## config.mk

```make
export PLATFORM = sky130hd
export DESIGN_NAME = sequenciador_pilha_rpn
export DESIGN_NICKNAME = d
export VERILOG_FILES = /design/src/rtl/sequenciador_pilha_rpn.sv
export SDC_FILE = /design/constraint.sdc
export NUM_CORES = 1
export LEC_CHECK = 0
export CORE_MARGIN = 2
export CORE_UTILIZATION = 37
export CTS_BUF_LIST = sky130_fd_sc_hd__clkbuf_8
export DETAILED_ROUTE_END_ITERATION = 10
export PLACE_DENSITY = 0.58
export SYNTH_ARGS = -nofsm -noshare
export SYNTH_HDL_FRONTEND = slang
export SYNTH_SLANG_ARGS = --single-unit
export TNS_END_PERCENT = 5
```

## constraint.sdc

```tcl
create_clock -name clk -period 4.17 [get_ports clk]
set_input_delay 1.251 -clock clk [delete_from_list [all_inputs] [get_ports clk]]
set_output_delay 1.251 -clock clk [all_outputs]
set_load 0.02 [all_outputs]
```

## src/rtl/sequenciador_pilha_rpn.sv

```systemverilog
// RPN operand-stack sequencer feeding a combinational 8-bit ALU.
// Optional build macro RPN_OPERANDO_ZERO_EN: operate with fewer than two entries reads missing operands as 0.
module sequenciador_pilha_rpn #(
  parameter int PROF    = 4,
  parameter int ULA_LAT = 1
) (
  input  logic       clk,
  input  logic       reset_n,
  input  logic       push_pulso,
  input  logic       op_pulso,
  input  logic       clear_pulso,
  input  logic [7:0] dado_entrada,
  input  logic [2:0] seletor_op,
  input  logic [7:0] resultado_ula,
  output logic [7:0] operando_a,
  output logic [7:0] operando_b,
  output logic [2:0] op_ula,
  output logic [7:0] topo,
  output logic [3:0] profundidade,
  output logic       ocupado,
  output logic       enable_resultado,
  output logic       erro_overflow,
  output logic       erro_underflow
);

  localparam int         IW       = (PROF > 1) ? $clog2(PROF) : 1;
  localparam logic [3:0] PROF_MAX = 4'(PROF);
  localparam logic [3:0] LAT_INI  = 4'(ULA_LAT - 1);

  typedef enum logic [1:0] {OCIOSO, EXECUTA, GRAVA} estado_t;

  estado_t        estado_q, estado_d;
  logic [7:0]     pilha_q [PROF];
  logic [3:0]     prof_q, prof_d;
  logic [2:0]     op_q, op_d;
  logic [3:0]     cont_q, cont_d;
  logic           ovf_q, ovf_d;
  logic           unf_q, unf_d;

  logic           op_valido;
  logic           escreve;
  logic [IW-1:0]  idx_esc;
  logic [7:0]     dado_esc;
  logic [IW-1:0]  idx_a, idx_b;

`ifdef RPN_OPERANDO_ZERO_EN
  assign op_valido = 1'b1;
`else
  assign op_valido = (prof_q >= 4'd2);
`endif

  // ---------------- FSM: state register ----------------
  // NOTE: sequential state uses non-blocking (<=) so every register samples pre-edge values.
  always_ff @(posedge clk or negedge reset_n) begin
    if (!reset_n) estado_q <= OCIOSO;
    else          estado_q <= estado_d;
  end

  // ---------------- FSM: next state ----------------
  // NOTE: each always_comb assigns a default first so no path infers a latch.
  always_comb begin
    estado_d = estado_q;
    if (clear_pulso) begin
      estado_d = OCIOSO;
    end else begin
      case (estado_q)
        OCIOSO:  if (op_pulso && op_valido) estado_d = EXECUTA;
        EXECUTA: if (cont_q == 4'd0)        estado_d = GRAVA;
        GRAVA:                              estado_d = OCIOSO;
        default:                            estado_d = OCIOSO;
      endcase
    end
  end

  // ---------------- FSM: outputs ----------------
  always_comb begin
    ocupado          = (estado_q == EXECUTA) || (estado_q == GRAVA);
    enable_resultado = (estado_q == GRAVA);
  end

  // ---------------- datapath next state ----------------
  always_comb begin
    prof_d   = prof_q;
    op_d     = op_q;
    cont_d   = cont_q;
    ovf_d    = ovf_q;
    unf_d    = unf_q;
    escreve  = 1'b0;
    idx_esc  = '0;
    dado_esc = dado_entrada;
    if (clear_pulso) begin
      // Clear also aborts a running operation; op_ula keeps its last value.
      prof_d = 4'd0;
      ovf_d  = 1'b0;
      unf_d  = 1'b0;
    end else begin
      case (estado_q)
        OCIOSO: begin
          if (op_pulso) begin
            if (op_valido) begin
              op_d   = seletor_op;
              cont_d = LAT_INI;
            end else begin
              unf_d = 1'b1;
            end
          end else if (push_pulso) begin
            if (prof_q < PROF_MAX) begin
              escreve  = 1'b1;
              idx_esc  = IW'(prof_q);
              dado_esc = dado_entrada;
              prof_d   = prof_q + 4'd1;
            end else begin
              ovf_d = 1'b1;
            end
          end
        end
        EXECUTA: begin
          if (cont_q != 4'd0) cont_d = cont_q - 4'd1;
        end
        GRAVA: begin
          escreve  = 1'b1;
          dado_esc = resultado_ula;
`ifdef RPN_OPERANDO_ZERO_EN
          if (prof_q >= 4'd2) begin
            idx_esc = IW'(prof_q - 4'd2);
            prof_d  = prof_q - 4'd1;
          end else begin
            idx_esc = '0;
            prof_d  = 4'd1;
          end
`else
          idx_esc = IW'(prof_q - 4'd2);
          prof_d  = prof_q - 4'd1;
`endif
        end
        default: ;
      endcase
    end
  end

  // ---------------- datapath registers ----------------
  always_ff @(posedge clk or negedge reset_n) begin
    if (!reset_n) begin
      prof_q <= 4'd0;
      op_q   <= 3'd0;
      cont_q <= 4'd0;
      ovf_q  <= 1'b0;
      unf_q  <= 1'b0;
    end else begin
      prof_q <= prof_d;
      op_q   <= op_d;
      cont_q <= cont_d;
      ovf_q  <= ovf_d;
      unf_q  <= unf_d;
    end
  end

  // NOTE: the stack is reset because operands/topo must read 0 after reset; this keeps it in flops, not RAM.
  always_ff @(posedge clk or negedge reset_n) begin
    if (!reset_n) begin
      for (int i = 0; i < PROF; i++) pilha_q[i] <= 8'h00;
    end else if (escreve) begin
      pilha_q[idx_esc] <= dado_esc;
    end
  end

  // ---------------- registered-state decode to outputs ----------------
  assign idx_a = IW'(prof_q - 4'd2);
  assign idx_b = IW'(prof_q - 4'd1);

  assign operando_a     = (prof_q >= 4'd2) ? pilha_q[idx_a] : 8'h00;
  assign operando_b     = (prof_q >= 4'd1) ? pilha_q[idx_b] : 8'h00;
  assign topo           = operando_b;
  assign op_ula         = op_q;
  assign profundidade   = prof_q;
  assign erro_overflow  = ovf_q;
  assign erro_underflow = unf_q;

endmodule

```

==> results.md, run 1 <==
- Comb pwr share: 0.296
- CP Launch Type: flip-flop
- Final min period: 3.936 ns
- Io pins: 59
- Worst Tran Pin Value: 0.7205 ns
- Row cnt: 31
- DR WL/cell: 16.23 um
- Cts hold-fix bufs: 0
- Design area: 3578 um2
- Detail Route Antenna Nets: 0
- Cell-internal power: 0.9163 mW
- Layout cells sized above 1: 0.3011
- Post-Route WL: 6134 um
- Total number of vias: 1958
- CP max FO: 10
- Final hold vios: 0
- Placement Cell Area: 3480 um2
- Pins over their slew limit: 0
- Netlist cell types: 43
- Clock share of power: 0.230
- Total GRT Usage: 0.1520
- Die X: 91.38 um
- NetSw: 0.3814 mW
- CTS Buf Count: 5
- Crit path max-delay family: adder cells
- Initial DRC count: 71
- Die area: 8350 um2
- Syn Inst Count: 223
- Largest net degree at the start of global routing: 31
- Slowest stage cell, crit path: ha_1
- Post-synth EDFFs: 0
- DRT Pass-1 Iters: 4
- RSZ-0062 raised after global routing: no
- Yosys top cell area share: 0.4163
- Worst-case clock buffer depth: 2
- Starting Density: 0.3854
- Yosys top cell by area: dfrtp_1
- H-tree depth: 2
- Vias in the first global route: 1836
- First-pass GRT wire length: 9804 um
- Post-CTS resize count: 0
- Fill cell count: 663
- Final setup TNS: 0 ns
- Avg Cell Area, Syn: 12.67 um2
- Worst-path clk slew: 0.10 ns
- Top cells by count, synth: 47 x dfrtp_1, 35 x mux2_2, 17 x nor2b_1
- Top FF cell, synth: dfrtp_1
- Fin nets: 310
- CP bufs+invs: 2
- Total grt overflow: 0
- Synth area leaders: dfrtp_1 42%, mux2_2 14%, mux4_2 13%, mux2_4 4.3%, nor2b_1 3.8%
- Yosys reg bits: 47
- CTS root buf: clkbuf_8
- Clock Sinks: 47
- Drt drc: 0
- Worst vdd ir: 0.1729 mV
- IO Port Bufs: 58
- Synth warnings: 0
- Cell Area, Synth: 2825 um2
- # setup viols final: 0
- Max Cap Viol: 0
- Slowest Stage Delay on Critical Path: 0.67 ns
- Status: finished clean
- Asr flop ratio synth: 1.000
- Crit Path Class: reg2out
- Sw frac: 0.2939
- Final Cycle Share: 0.9439
- Core Area: 7331 um2
- Sequential share of power: 0.474
- LEAKAGE: 1.499 nW
- CP cell instances: inv_1, ha_1, mux4_2, nor2b_1, clkdlybuf4s50_1
- Relative slew slack: 0.5197
- Post-CTS setup buffers: 0
- Area grow syn2layout: 26.66%
- Post-DP HPWL: 4363 um
- Sequential area share after synthesis: 0.4163
- Crit path capture type: primary output
- Setup Skew: 0.01402 ns
- Worst min-delay path class: reg2reg
- Post-Syn Nets: 255
- PD cells: 362.6 nW/um2
- RD Place Congestion: 0.7255
- Die Y: 91.38 um
- CP required: 2.92 ns
- Initial antenna violation count: 0
- Vias per std cell: 5.180
- Clk Latency, worst-skew pair: 0.30 ns
- N_diodes: 0
- CTS tree: yes
- Fmax: 254.1 MHz
- Count leader, synth: dfrtp_1
- Critical path arrival: 2.69 ns
==> layout make-up <==
| class | instances | area [um2] | area share |
|---|---|---|---|
| inverters | 9 | 33.78 | 0.009441 |
| well taps | 99 | 123.9 | 0.03462 |
| clock inverters | 2 | 16.27 | 0.004545 |
| flip-flops and latches | 47 | 1176 | 0.3287 |
| multi-input cells | 148 | 1503 | 0.4199 |
| repair buffers | 67 | 643.1 | 0.1797 |
| clock buffers | 6 | 82.58 | 0.02308 |
==> power by group through the flow <==
stage,Clock (mW),Combinational (mW),Sequential [mW]
final,0.298,0.384,0.615
after global routing,0.330,0.418,0.628
after global placement,0,0.384,0.621
after floorplan,0,0.259,0.617
after detailed placement,0,0.391,0.621
after CTS,0.306,0.392,0.613
==> per-layer routing <==
| metal | vias up | track usage | share of wire |
|---|---|---|---|
| met3 | 5 | 0.02988 | 0.037 |
| met5 | - | 0 | 0 |
| met4 | 0 | 0.04167 | 0.011 |
| li1 | 922 | - | - |
| met1 | 981 | 0.2199 | 0.48 |
| met2 | 50 | 0.2322 | 0.47 |
==> path summary, 6_finish.rpt <==
check                                             from                          to  slack, ns  cells after the start
setup / recovery           profundidade[0]$_DFFE_PN0P_               operando_b[5]       0.23                      5
hold / removal                   op_ula[2]$_DFFE_PN0P_       op_ula[2]$_DFFE_PN0P_       0.52                      1
setup reg to reg               estado_q[0]$_DFFE_PN0P_     pilha_q[11]$_DFFE_PN0P_       1.75                      6
hold reg to reg                  op_ula[2]$_DFFE_PN0P_       op_ula[2]$_DFFE_PN0P_       0.52                      1
max in group asynchronous                      reset_n     pilha_q[22]$_DFFE_PN0P_       2.45                      2
min in group asynchronous                      reset_n  erro_underflow$_DFFE_PN0P_       1.00                      1
==> stage by stage <==
stage / util / cells / hold slack (ns) / worst slack, ns / power (mW)
after global routing: 0.4881 / 378 / 0.5479 / 0.07841 / 1.376
after global placement: 0.4747 / 370 / 0.4863 / 0.5059 / 1.005
after CTS: 0.4881 / 378 / 0.5247 / 0.1697 / 1.310
after detailed placement: 0.4747 / 370 / 0.4991 / 0.4857 / 1.012
final: 0.4881 / 378 / 0.5214 / 0.2338 / 1.298
after floorplan: - / 223 / 0.4925 / 0.5191 / 0.8766
==> cell families after synthesis <==
family / Yosys count / share of synthesized area
flops: 47 / 0.4163
buf+inv: 28 / 0.05403
xor+xnor: 2 / 0.006201
compound gates: 22 / 0.05713
simple gates: 55 / 0.1143
fa+ha+maj: 8 / 0.03543
mux: 61 / 0.3167
==> placed cells by master, fill, tap and decap left out, types with 3 or more instances in the layout <==
cell,Yosys,layout
a21o_1,3,3
nor2b_1,17,17
buf_4,8,9
nor2_1,8,8
a31oi_1,3,3
clkdlybuf4s50_1,0,57
a21oi_1,4,4
nor3_1,6,6
mux2_4,8,8
dfrtp_1,47,47
mux2_2,35,35
inv_1,9,9
clkbuf_8,0,6
nand3_1,3,3
ha_1,8,8
nand2_1,7,7
mux4_2,16,16
==> sequential cells by signal, indices dropped and copies added (netlist names) <==
| signal | count |
|---|---|
| op_ula | 3 |
| cont_q | 4 |
| pilha_q | 32 |
| profundidade | 4 |
| erro_overflow | 1 |
| erro_underflow | 1 |
| estado_q | 2 |
Note: power is estimated with default switching activity, not from simulation.
==> run 2, diff against run 1 <==
--- a/config.mk
+++ b/config.mk
@@ -5,11 +5,11 @@
 export SDC_FILE = /design/constraint.sdc
 export NUM_CORES = 1
 export LEC_CHECK = 0
-export CORE_MARGIN = 2
+export CORE_MARGIN = 5
 export CORE_UTILIZATION = 37
 export CTS_BUF_LIST = sky130_fd_sc_hd__clkbuf_8
 export DETAILED_ROUTE_END_ITERATION = 10
-export PLACE_DENSITY = 0.58
+export PLACE_DENSITY = 0.6
 export SYNTH_ARGS = -nofsm -noshare
 export SYNTH_HDL_FRONTEND = slang
 export SYNTH_SLANG_ARGS = --single-unit
==> constraint.sdc (replaced) <==
create_clock -name clk -period 3.6 [get_ports clk]
set_input_delay 1.08 -clock clk [delete_from_list [all_inputs] [get_ports clk]]
set_output_delay 1.08 -clock clk [all_outputs]
set_load 0.02 [all_outputs]
==> results.md, run 2 (synthesis results as in run 1) <==
- Status: finished clean (unchanged)
- Reg2reg path depth: 7 (was 6)
- Metal3 WL: 245 um (was 226 um)
- Worst Tran Pin Value: 0.6538 ns (was 0.7205 ns)
- Design area: 3633 um2 (was 3578 um2)
- Critical path arrival: 2.40 ns (was 2.69 ns)
- Reg2Reg Setup Slack: 1.25 ns (was 1.75 ns)
- Metal2 WL: 3093 um (was 2888 um)
- Initial antenna violation count: 0 (unchanged)
- M1 wire length: 3011 um (was 2952 um)
- Final hold vios: 0 (unchanged)
- # setup viols final: 0 (unchanged)
- Slowest stage cell, crit path: clkdlybuf4s50_1 (was ha_1)
- Area grow syn2layout: 28.61% (was 26.66%)
- Initial DRC count: 52 (was 71)
- R2r endpoint: pilha_q[28]$_DFFE_PN0P_ (was pilha_q[11]$_DFFE_PN0P_)
- DR WL/cell: 16.75 um (was 16.23 um)
- CP required: 2.52 ns (was 2.92 ns)
- CP max FO: 4 (was 10)
- Detail Route Antenna Nets: 0 (unchanged)
- Most frequent cells in the layout: 49 x clkdlybuf4s50_1, 47 x dfrtp_1, 35 x mux2_2 (was 57 x clkdlybuf4s50_1, 47 x dfrtp_1, 35 x mux2_2)
- Row cnt: 31 (unchanged)
- RSZ-0062 raised after global routing: no (unchanged)
- Drt drc: 0 (unchanged)
- Worst setup margin: 0.1204 ns (was 0.2338 ns)
- Relative slew slack: 0.5641 (was 0.5197)
- RD Place Congestion: 0.7885 (was 0.7255)
- Clk Latency, worst-skew pair: 0.30 ns (about the same)
- Final setup TNS: 0 ns (unchanged)
- Die X: 97.38 um (was 91.38 um)
- Pwr Total: 1.495 mW (was 1.298 mW)
- N_diodes: 0 (unchanged)
- Worst vdd ir: 0.2457 mV (was 0.1729 mV)
- Worst min-delay path class: reg2reg (unchanged)
- Commonest non-fill, non-tap cell in the layout: clkdlybuf4s50_1 (unchanged)
- Pins over their slew limit: 0 (unchanged)
- H-tree depth: 2 (unchanged)
- CTS Buf Count: 5 (unchanged)
- Post-Route WL: 6432 um (was 6134 um)
- IO Port Bufs: 58 (unchanged)
- Most flop-heavy register: pilha_q (unchanged)
- Vias in the first global route: 2095 (was 1836)
- Placement Cell Area: 3525 um2 (was 3480 um2)
- Worst-path clk slew: 0.09 ns (was 0.10 ns)
- Final Cycle Share: 0.9666
- CTS root buf: clkbuf_8 (unchanged)
- DRT Pass-1 Iters: 4 (unchanged)
- Max FFs per register: 32 (unchanged)
- Fin nets: 316 (was 310)
- Die Y: 97.38 um (was 91.38 um)
- Fmax: 287.4 MHz
- Top Layer Used: met4 (unchanged)
- Core Area: 7331 um2 (unchanged)
- Dpl cells: 376 (was 370)
- Pre-CTS WS: 0.2646 ns (was 0.4857 ns)
- Total number of vias: 1978 (was 1958)
- Min-delay src: erro_overflow$_DFFE_PN0P_ (was op_ula[2]$_DFFE_PN0P_)
- Largest net degree at the start of global routing: 30 (was 31)
- End of the worst hold path: erro_overflow$_DFFE_PN0P_ (was op_ula[2]$_DFFE_PN0P_)
- Vias per std cell: 5.151 (was 5.180)
- LEAKAGE: 1.656 nW (was 1.499 nW)
- Total grt overflow: 0 (unchanged)
- CTS tree: yes (unchanged)
- CP Launch Type: flip-flop (unchanged)
- Post-DP HPWL: 4745 um (was 4363 um)
- Non-filler cells, final: 384 (was 378)
- Final min period: 3.480 ns
- Clock Sinks: 47 (unchanged)
- Crit Path Class: reg2out (unchanged)
- Cts hold-fix bufs: 0 (unchanged)
- Die area: 9483 um2 (was 8350 um2)
- Post-CTS resize count: 1 (was 0)
- PD cells: 411.5 nW/um2 (was 362.6 nW/um2)
- Max Cap Viol: 0 (unchanged)
- First-pass GRT wire length: 11090 um (was 9804 um)
- Io pins: 59 (unchanged)
- Starting Density: 0.3854 (unchanged)
- RR Startpoint: estado_q[0]$_DFFE_PN0P_ (unchanged)
- Total GRT Usage: 0.1451 (was 0.1520)
- Worst-case clock buffer depth: 2 (unchanged)
- Post-CTS setup buffers: 0 (unchanged)
- Slowest Stage Delay on Critical Path: 0.54 ns (was 0.67 ns)
- Worst hold stages: 2 (was 1)
- Final core utilization: 0.4956 (was 0.4881)
- Hold_ws: 0.5112 ns (was 0.5214 ns)
- CP cell instances: inv_1, ha_1, buf_4, mux4_2, nor2b_1, clkdlybuf4s50_1 (was inv_1, ha_1, mux4_2, nor2b_1, clkdlybuf4s50_1)
- Crit path capture type: primary output (unchanged)
- Layout cells sized above 1: 0.3158 (was 0.3011)
- Setup Skew: 0.01007 ns (was 0.01402 ns)
-- run 2: metal layers --
metal  GRT usage  up-vias
li1            -      930
met1      0.1977     1002
met2      0.2372       40
met3     0.02513        6
met4     0.04260        0
met5           0        -
-- run 2: how the worst max path moves through the flow --
stage,start,to,slack (ns),depth (start not counted)
after floorplan,profundidade[1]$_DFFE_PN0P_,topo[2],0.12,6
after global placement,op_pulso,pilha_q[31]$_DFFE_PN0P_,0.29,5
after detailed placement,op_pulso,pilha_q[29]$_DFFE_PN0P_,0.26,5
after global routing,profundidade[0]$_DFFE_PN0P_,operando_b[7],0.003,6
after CTS,profundidade[0]$_DFFE_PN0P_,topo[2],0.01,6
final,profundidade[0]$_DFFE_PN0P_,operando_b[7],0.12,6
-- run 2: power by group --
group | internal, mW | switching [mW] | leakage (nW)
clock | 0.139 | 0.192 | 0.0408
sequential | 0.635 | 0.0792 | 0.615
combinational | 0.272 | 0.178 | 1.00
-- run 2: final cells by class --
type | instances | area [um2]
well taps | 99 | 123.9
flip-flops and latches | 47 | 1176
repair buffers | 73 | 704.4
clock inverters | 3 | 23.77
fillers | 656 | 3697
clock buffers | 5 | 68.82
multi-input cells | 148 | 1503
inverters | 9 | 33.78
-- run 2: worst max-delay path: cells and delay by family, from the launching register on --
family	cells	cell delay, ns
fa+ha+maj	1	0.31
mux	1	0.49
buf+inv	3	0.78
simple gates	1	0.15
flops	1	0.36
==> run 3, diff against run 2 <==
--- a/config.mk
+++ b/config.mk
@@ -6,10 +6,10 @@
 export NUM_CORES = 1
 export LEC_CHECK = 0
 export CORE_MARGIN = 5
-export CORE_UTILIZATION = 37
+export CORE_UTILIZATION = 50
 export CTS_BUF_LIST = sky130_fd_sc_hd__clkbuf_8
 export DETAILED_ROUTE_END_ITERATION = 10
-export PLACE_DENSITY = 0.6
+export PLACE_DENSITY = 0.75
 export SYNTH_ARGS = -nofsm -noshare
 export SYNTH_HDL_FRONTEND = slang
 export SYNTH_SLANG_ARGS = --single-unit
==> constraint.sdc (replaced) <==
create_clock -name clk -period 3.8 [get_ports clk]
set_input_delay 1.14 -clock clk [delete_from_list [all_inputs] [get_ports clk]]
set_output_delay 1.14 -clock clk [all_outputs]
set_load 0.02 [all_outputs]
==> results.md, run 3 (synthesis results as in run 1) <==
- Cts hold-fix bufs: 0 (unchanged)
- CTS Buf Count: 5 (unchanged)
- Most frequent cells in the layout: 52 x clkdlybuf4s50_1, 47 x dfrtp_1, 35 x mux2_2 (was 49 x clkdlybuf4s50_1, 47 x dfrtp_1, 35 x mux2_2)
- Status: finished clean (unchanged)
- Vias per std cell: 5.793 (was 5.151)
- Setup Skew: 0.004779 ns (was 0.01007 ns)
- Post-Route WL: 6461 um (was 6432 um)
- Worst vdd ir: 0.2368 mV (was 0.2457 mV)
- Slowest stage cell, crit path: clkdlybuf4s50_1 (unchanged)
- Crit Path Class: reg2out (unchanged)
- Fmax: 271.5 MHz
- Worst-case clock buffer depth: 2 (unchanged)
- Row cnt: 27 (was 31)
- PD cells: 405.6 nW/um2 (was 411.5 nW/um2)
- Crit path max-delay family: buffers and inverters (unchanged)
- Relative slew slack: 0.3032 (was 0.5641)
- Critical path arrival: 2.54 ns (was 2.40 ns)
- Total number of vias: 2039 (was 1978)
- Max FFs per register: 32 (unchanged)
- IO Port Bufs: 58 (unchanged)
- CP cell instances: inv_1, ha_1, buf_4, mux4_2, nor2b_1, clkdlybuf4s50_1 (unchanged)
- Layout cells sized above 1: 0.3000 (was 0.3158)
- Drt drc: 0 (unchanged)
- N_diodes: 0 (unchanged)
- Commonest non-fill, non-tap cell in the layout: clkdlybuf4s50_1 (unchanged)
- LEAKAGE: 1.620 nW (was 1.656 nW)
- Largest net degree at the start of global routing: 48 (was 30)
- Final Cycle Share: 0.9694
- Clk Latency, worst-skew pair: 0.30 ns (about the same)
- Initial antenna violation count: 0 (unchanged)
- First-pass GRT wire length: 10780 um (was 11090 um)
- Die X: 85.17 um (was 97.38 um)
- Final setup TNS: 0 ns (unchanged)
- Final min period: 3.684 ns
- Initial DRC count: 142 (was 52)
- CTS root buf: clkbuf_8 (unchanged)
- CP required: 2.66 ns (was 2.52 ns)
- Die Y: 85.17 um (was 97.38 um)
- H-tree depth: 2 (unchanged)
- Slowest Stage Delay on Critical Path: 0.58 ns (was 0.54 ns)
- Clock Sinks: 47 (unchanged)
- Dpl cells: 345 (was 376)
- Area grow syn2layout: 26.88% (was 28.61%)
- Io pins: 59 (unchanged)
- Post-DP HPWL: 4587 um (was 4745 um)
- CP bufs+invs: 3 (unchanged)
- Crit path capture type: primary output (unchanged)
- Worst-path clk slew: 0.08 ns (was 0.09 ns)
- Most flop-heavy register: pilha_q (unchanged)
- Total GRT Usage: 0.1898 (was 0.1451)
- CP Launch Type: flip-flop (unchanged)
- Final hold vios: 0 (unchanged)
- DR WL/cell: 18.36 um (was 16.75 um)
- Worst min-delay path class: reg2reg (unchanged)
- RSZ-0062 raised after global routing: no (unchanged)
- Detail Route Antenna Nets: 0 (unchanged)
- Worst Tran Pin Value: 1.045 ns (was 0.6538 ns)
- RD Place Congestion: 0.7619 (was 0.7885)
- Pins over their slew limit: 0 (unchanged)
- CTS tree: yes (unchanged)
- # setup viols final: 0 (unchanged)
- Starting Density: 0.5131 (was 0.3854)
- DRT Pass-1 Iters: 4 (unchanged)
- Non-filler cells, final: 352 (was 384)
- Core Area: 5507 um2 (was 7331 um2)
- Fill cell count: 437 (was 656)
- Die area: 7254 um2 (was 9483 um2)
- CP max FO: 6 (was 4)
- Total grt overflow: 0 (unchanged)
- Vias in the first global route: 2068 (was 2095)
- Fin nets: 312 (was 316)
- Max Cap Viol: 0 (unchanged)
-- run 3: worst paths after layout --
path	slack, ns	startpoint	endpoint	depth (start not counted)
max	0.12	profundidade[0]$_DFFE_PN0P_	topo[6]	6
min	0.51	op_ula[1]$_DFFE_PN0P_	op_ula[1]$_DFFE_PN0P_	1
max reg2reg	1.36	estado_q[0]$_DFFE_PN0P_	pilha_q[21]$_DFFE_PN0P_	7
min reg2reg	0.51	op_ula[1]$_DFFE_PN0P_	op_ula[1]$_DFFE_PN0P_	1
max in group asynchronous	2.14	reset_n	pilha_q[29]$_DFFE_PN0P_	1
min in group asynchronous	1.02	reset_n	profundidade[3]$_DFFE_PN0P_	1
-- run 3: area by class of cell --
type                    count  area, um2  share of cell area
inverters                   9      33.78            0.009424
clock buffers               5      68.82             0.01920
well taps                  72      90.09             0.02513
clock inverters             2      33.78            0.009424
repair buffers             69      670.6              0.1871
multi-input cells         148       1511              0.4216
flip-flops and latches     47       1176              0.3281
-- run 3: routing by layer --
layer	vias up	GRT usage	wire, um
met1	1037	0.2461	2692
met4	0	0.05468	97
met3	12	0.04466	414
li1	921	-	-
met2	69	0.3171	3257
met5	-	0	0
-- run 3: through the flow --
| stage | hold WS [ns] | setup slack, ns | area [um2] | power [mW] | utilization |
|---|---|---|---|---|---|
| 2_1_floorplan | 0.4925 | 0.2601 | 2825 | 0.9619 | - |
| 3_3_place_gp | 0.4792 | 0.2597 | 3461 | 1.094 | 0.6285 |
| 3_5_place_dp | 0.4947 | 0.2440 | 3461 | 1.111 | 0.6285 |
| 4_1_cts | 0.5139 | 0.02835 | 3563 | 1.465 | 0.6471 |
| 5_1_grt | 0.5285 | 0.004623 | 3585 | 1.538 | 0.6510 |
| 6_report | 0.5116 | 0.1163 | 3585 | 1.454 | 0.6510 |
-- run 3: timing repair --
action                                  4_1_cts  5_1_grt
endpoints found under the setup margin        0       16
gates resized for setup                       0        6
setup buffers                                 0        0
-- run 3: where the power goes --
part	switching [mW]	internal, mW
Clock	0.164	0.190
Combinational	0.170	0.257
Sequential	0.0716	0.602
